[config.mk]
export PLATFORM = sky130hd
export DESIGN_NAME = phantom_rtc
export DESIGN_NICKNAME = d
export VERILOG_FILES = /design/src/rtl/phantom_rtc.sv
export SDC_FILE = /design/constraint.sdc
export NUM_CORES = 1
export LEC_CHECK = 0
export CAP_MARGIN = 0
export CORE_MARGIN = 5
export CORE_UTILIZATION = 50
export DETAILED_ROUTE_END_ITERATION = 6
export PLACE_DENSITY_LB_ADDON = 0.12
export SLEW_MARGIN = 20
export SYNTH_ARGS = -nofsm -noshare
export SYNTH_HDL_FRONTEND = slang
export SYNTH_SLANG_ARGS = --single-unit
[constraint.sdc]
create_clock -name C7M -period 3.85 [get_ports C7M]
set_input_delay 0.77 -clock C7M [delete_from_list [all_inputs] [get_ports C7M]]
set_output_delay 0.77 -clock C7M [all_outputs]
set_load 0.005 [all_outputs]
[src/rtl/phantom_rtc.sv]
// phantom_rtc: phantom real-time clock unlocked by a 64-access A0 read pattern on the ROM chip select
module phantom_rtc #(
  parameter int PRESCALE = 71590
) (
  input  logic C7M,
  input  logic RES,
  input  logic nRAMROMCS,
  input  logic nWE,
  input  logic A0,
  input  logic D0,
  output logic RAMROMCSgb,
  output logic Q,
  output logic QOE
);
  localparam int PW = $clog2(PRESCALE);
  localparam logic [PW-1:0] PMAX = PW'(PRESCALE - 1);
  localparam logic [63:0] PAT = 64'h5CA33AC5_5CA33AC5;
  localparam logic [63:0] MASK = 64'hFF1F3F07_3FFFFFFF;
  localparam logic [63:0] TM_RST = 64'h00010101_00000000;
  typedef enum logic {MATCH, XFER} state_t;
  state_t state, state_nx;
  logic cs_r, cs_p, a0_c, we_c, d0_c, sess_wr, acc_end, hit, first, contrary, done, commit, tick, leap, c;
  logic [1:0] st_d, lm;
  logic [5:0] idx;
  logic [PW-1:0] pre;
  logic [7:0] mlen;
  logic [63:0] snap, shadow, wdata, tm, tm_nx, lim;
  function automatic logic [7:0] inc(input logic [7:0] x);
    return x[3:0] == 4'h9 ? {x[7:4] + 4'h1, 4'h0} : x + 8'h1;
  endfunction
  always_ff @(posedge C7M) begin
    cs_r <= nRAMROMCS;
    cs_p <= cs_r;
    st_d <= {st_d[0], cs_p & ~cs_r};
    if (st_d[1]) {a0_c, we_c, d0_c} <= {A0, nWE, D0};
  end
  assign acc_end = ~cs_p & cs_r;
  assign first = idx == 6'd0;
  assign hit = we_c && a0_c == PAT[idx];
  assign contrary = state == XFER && !first && we_c == sess_wr;
  assign done = idx == 6'd63 && (state == XFER ? !contrary : hit);
  assign commit = acc_end && state == XFER && done && sess_wr;
  assign tick = pre == PMAX;
  always_comb begin
    wdata = shadow;
    wdata[idx] = d0_c;
  end
  always_ff @(posedge C7M) begin
    if (RES) state <= MATCH;
    else state <= state_nx;
  end
  always_comb begin
    state_nx = !acc_end ? state : state == MATCH ? (done ? XFER : MATCH) : (contrary || done ? MATCH : XFER);
  end
  always_comb begin
    RAMROMCSgb = nRAMROMCS | (state == XFER && !RES);
    Q = state == XFER && !RES && snap[idx];
    QOE = state == XFER && !RES && !nRAMROMCS && nWE;
  end
  // the index wraps 63->0 by itself, so a completed match or transfer restarts at 0
  always_ff @(posedge C7M) begin
    if (RES) begin
      idx <= 6'd0;
      sess_wr <= 1'b0;
      snap <= '0;
      shadow <= '0;
    end else if (acc_end) begin
      idx <= (state == MATCH ? hit : !contrary) ? idx + 6'd1 : 6'd0;
      if (state == MATCH && done) snap <= tm;
      if (state == XFER && first) sess_wr <= !we_c;
      if (state == XFER && !we_c && !contrary) shadow <= wdata;
    end
  end
  assign lm = tm[57:56] + {tm[60], 1'b0};
  assign leap = lm == 2'd0;
  assign mlen = tm[55:48] == 8'h02 ? (leap ? 8'h29 : 8'h28) :
                (tm[55:48] == 8'h04 || tm[55:48] == 8'h06 || tm[55:48] == 8'h09 || tm[55:48] == 8'h11) ? 8'h30 : 8'h31;
  assign lim = {8'h99, 8'h12, mlen, 8'h07, 8'h23, 8'h59, 8'h59, 8'h99};
  // day of week rolls on the hour carry but does not feed the date carry
  always_comb begin
    c = 1'b1;
    tm_nx = tm;
    for (int i = 0; i < 8; i++) begin
      if (c) tm_nx[i*8 +: 8] = tm[i*8 +: 8] == lim[i*8 +: 8] ? TM_RST[i*8 +: 8] : inc(tm[i*8 +: 8]);
      if (i != 4) c = c && tm[i*8 +: 8] == lim[i*8 +: 8];
    end
  end
  always_ff @(posedge C7M) begin
    if (RES) begin
      tm <= TM_RST;
      pre <= '0;
    end else if (commit) begin
      tm <= wdata & MASK;
      pre <= '0;
    end else begin
      pre <= tick ? '0 : pre + 1'b1;
      if (tick) tm <= tm_nx;
    end
  end
endmodule
Yosys cells after proc, flatten, opt, wreduce, memory -nomap -nowiden
Memory sizes are Yosys's and may differ from the RTL's. A register that Yosys moved wholly into a read port is not among the register bits.
Index checks and enable logic that the tools add are counted.
{"block": "totals", "register_bits": 224, "romBits": 64, "output_inout_bits": 3, "memories": 1}
{"block": "op_classes", "add_sub_neg": 19, "n_lt_le_gt_ge": 2, "n_eq_ne": 25, "muxes": 41, "n_bitwise": 6, "n_reduce_logical": 53}
{"name": "(no name shown)", "depth": 64, "width": 1, "read_ports": 1, "rd_clocked_by_memory_dff": 1, "wr": 0, "line": "39", "source": "assign hit = we_c && a0_c == PAT[idx];"}
{"operator": "$mux 8", "n": 23}
{"operator": "$mux 64", "n": 2}
{"operator": "$add 8x1->8 const B", "n": 8}
{"operator": "$bwmux 64", "n": 1}
{"operator": "$add 4x1->4 const B", "n": 8}
{"operator": "$eq 4x4->1 const B", "n": 8}
{"operator": "$eq 8x3->1 const B", "n": 3}
{"operator": "$reduce_and 2->1", "n": 12}
{"operator": "$logic_and 1x1->1", "n": 21}
{"operator": "$mux 6", "n": 3}
{"operator": "$add 17x1->17 const B", "n": 1}
{"operator": "$eq 17x17->1 const B", "n": 1}
{"operator": "$eq 8x5->1 const B", "n": 2}
{"operator": "$eq 8x7->1 const B", "n": 2}
{"operator": "$eq 8x8->1 const B", "n": 2}
{"operator": "$reduce_bool 2->1", "n": 7}
{"operator": "$mux 1", "n": 9}
{"operator": "$eq 8x2->1 const B", "n": 1}
{"operator": "$eq 8x4->1 const B", "n": 1}
{"operator": "$eq 8x6->1", "n": 1}
{"operator": "$eq 8x6->1 const B", "n": 1}
{"operator": "$lt 6x7->1 const B", "n": 1}
{"operator": "$add 6x1->6 const B", "n": 1}
{"operator": "$bmux 1 s6", "n": 1}
{"operator": "other kinds (15)", "n": 26}

Longest topological paths before layout
{"block": "depth", "word_depth": 12, "depth_mapped": 12}

Worst setup path after synthesis
Ideal clock, no wire load.
{"block": "synth_timing", "path_type": "reg2out", "from": "reg idx[2]", "to": "out Q", "arrival_ns": 1.947, "required_time_ns": 3.080, "setup_slack_ns": 1.133, "path_stages_with_launch": 8, "n_path_buf": 2, "cell_sequence": "dfxtp_1 -> buf_1 -> buf_1 -> mux2i_1 -> o21ai_0 -> a221o_1 -> a221oi_1 -> a31oi_1"}
{"block": "synth_between", "elab_chain_cells": 3}
{"element": "start, declared", "line": "24", "source": "logic [5:0] idx;"}
{"element": "start signal, assigned", "line": "68", "source": "idx <= (state == MATCH ? hit : !contrary) ? idx + 6'd1 : 6'd0;"}
{"element": "$bmux 1 s6", "line": "57", "source": "Q = state == XFER && !RES && snap[idx];"}
{"element": "$mux 1 (implied by the code)", "line": "57"}
{"element": "$logic_and 1x1->1", "line": "57"}
{"element": "end, declared", "line": "12", "source": "output logic Q,"}
No other way between the ends. The select of a mux whose other input is x is not followed.

Worst setup path in the final report
{"block": "layout_timing", "from": "reg idx[1]", "to": "out Q"}
Same word-level chain as after synthesis.

==> impl_metrics.tcl <==
set metrics [dict create \
    status "complete, but fails checks" \
    violations "DRC" \
    drc 2 \
    p_per_area_mw_per_mm2 377 \
    holdPathEnd "st_d[1]" \
    layout_common_cells "234 x nand2_1, 209 x dfxtp_1, 152 x a21oi_1" \
    area.growth.synth_to_final_pct 12.2 \
    utilization 0.569 \
    ys_warn_count 0 \
    crit_path_start_kind "flip-flop" \
    ctsRootBufferMaster "clkbuf_16" \
    diodes 0 \
    wl_um 34700 \
    syn_area_mm2 0.0115 \
    peakVddDrop_mv 0.271 \
    start_util 0.508 \
    required_ps 3080 \
    gp_congestion 0.924 \
    r2r-end "tm[2]" \
    grt_pass1_vias 9881 \
    tightestPinTransition_ps 912 \
    slew_headroom 0.392 \
    wl_per_cell_um 19.7 \
    dp_hpwl_um 23900 \
    synthFlopType "dfxtp_1" \
    grt_max_degree 175 \
    ys_ff_latch 213 \
    fin_total_pwr_mw 4.84 \
    syn_nets 1531 \
    cts.reportedPaths.clkPinSlew_ps 60 \
    fin_setup_tns_ps 0 \
    path_class "flip-flop to primary output" \
    rr_startpoint "idx[4]" \
    skew_ps 13.7 \
    syn_avg_cell_area_um2 7.68 \
    hold_start "st_d[0]" \
    drv_cap 0 \
    max_freq_ghz 0.271 \
    clock_latency_ps 530 \
    rsz0062_at_grt "no" \
    crit_path_end_kind "primary output" \
    drive_gt1_frac 0.0858 \
    fin_crit_ps 3700 \
    cts_sinks 213 \
    hold_path_class "flip-flop to flip-flop" \
    drv_slew 0 \
    place_area_mm2 0.0120 \
    grt_use_total 0.259 \
    grt_pass1_wl_um 55300 \
    die_x_um 161 \
    fin_crit_sh 0.960 \
    yosysSeqAreaShare 0.375 \
    worst-r2r-cell-count 8 \
    htree_levels 1 \
    fp.dieH_um 161 \
    path_max_fanout 11 \
    antenna_found_initial 0 \
    hold_path_depth 0 \
    synth_cell_types 76 \
    die-area_mm2 0.0260 \
    ant_nets 0 \
    setup_violations 0 \
    fp.coreArea_mm2 0.0226 \
    setup_ws_ps 154 \
    drtPass1Iterations 7 \
    vias 10900 \
    cts_hold_buf 0 \
    hold_viol 0 \
    fin_area_mm2 0.0129 \
    syn_inst 1491 \
    crit_arrival_ps 2930 \
    fin_nets 1502 \
    clockBufferDepth 3 \
    pre_cts_ws_ps 307 \
    io_pins 9 \
    dr.first_iter.drc_count 959 \
    viasPerCell 6.17 \
    rows 55 \
    numPortBuffers 8 \
    final_common_cell "nand2_1" \
    synth_edf_count 3 \
    async_flop_share 0 \
    rrSetupSlack_ps 650 \
    cts_buffers 25 \
    p_leak_nw 4.25 \
    grt-ovfl-total 0 \
    cts_tree "yes" \
]
==> final cells by class <==
class	count	area, µm²
fillers	2217	9720
multi-input cells	1132	6690
flip-flops and latches	213	4300
clock buffers	29	661
repair buffers	58	536
well taps	285	357
clock inverters	16	191
inverters	32	120
==> report_power, final <==
| group | switching, mW | internal, mW |
|---|---|---|
| sequential | 0.0114 | 2.22 |
| combinational | 0.0942 | 0.0382 |
| clock | 0.983 | 1.50 |
| total | 1.09 | 3.76 |
==> kinds of logic after synthesis <==
| logic type | Yosys count | share of synthesized area |
|---|---|---|
| and+or+nand+nor | 607 | 0.251 |
| muxes | 47 | 0.0414 |
| DFF | 213 | 0.375 |
| AOI/OAI and AO/OA | 409 | 0.220 |
| buffers and inverters | 146 | 0.0486 |
| xor gates and xnor gates | 35 | 0.0268 |
| adders and majority gates | 34 | 0.0371 |
==> Yosys cell counts, types with 6 or more instances <==
cell	number	area share
o311a_1	8	0.0070
nand2b_1	9	0.0049
ha_1	34	0.037
mux2i_1	44	0.038
a22oi_1	15	0.0098
nor4_1	6	0.0033
and3_1	12	0.0066
nor3b_1	11	0.0072
and2_1	6	0.0033
inv_1	32	0.010
or3_1	9	0.0049
dfxtp_1	210	0.37
a221oi_1	9	0.0069
a211oi_1	51	0.033
or2_2	6	0.0033
o21ai_0	90	0.039
a31oi_1	23	0.013
xor2_1	15	0.011
nand2_1	235	0.077
a311oi_1	7	0.0054
or4_1	7	0.0046
nor2_1	130	0.043
nand4_1	27	0.015
xnor2_1	20	0.015
nand3_1	76	0.033
clkbuf_1	106	0.035
buf_1	6	0.0020
nor3_1	28	0.012
a21oi_1	152	0.066
nor2b_1	14	0.0076
==> flip-flops by register name (all words and copies together) (netlist names), named ones only <==
name	flops
snap	64
tm	64
shadow	52
pre	17
idx	6
st_d	2
a0_c	1
cs_p	1
cs_r	1
d0_c	1
sess_wr	1
state	1
we_c	1
==> per-layer routing <==
metal / global-route usage / part of all wire / up-vias
li1: - / - / 5277
met1: 0.368 / 0.46 / 5210
met2: 0.404 / 0.45 / 342
met3: 0.0413 / 0.064 / 58
met4: 0.0838 / 0.033 / 0
met5: 0 / 0 / -
==> how the worst max path moves through the flow <==
| stage | from | to | slack, ps | cells after the start |
|---|---|---|---|---|
| after global placement | idx[1] | Q | 480 | 8 |
| final | idx[1] | Q | 150 | 9 |
| after floorplan | idx[2] | Q | 1130 | 7 |
| after detailed placement | idx[1] | Q | 310 | 8 |
| after global routing | idx[0] | Q | 50 | 9 |
| after CTS | idx[0] | Q | 40 | 9 |
==> worst max-delay path, stage by stage (launching register included) <==
cell and delay [ps]:
dfxtp_4 440, inv_1 120, nor3_2 220, buf_6 190, a22o_1 150, a221oi_1 50
a311oi_1 260, o21ai_0 140, a31oi_2 290, clkdlybuf4s50_1 550
==> what timing repair did <==
item | 4_1_cts | 5_1_grt
setup buffers | 0 | 0
gates resized for setup | 2 | 10
pin swaps | 0 | 2
setup endpoints to repair | 1 | 1
==> metrics by stage <==
stage	instances	hold WS (ps)
floorplan	1491	310
global placement	1720	318
detailed placement	1720	317
CTS	1765	331
global route	1765	346
finish	1765	328
Note: power is estimated with default switching activity, not from simulation.
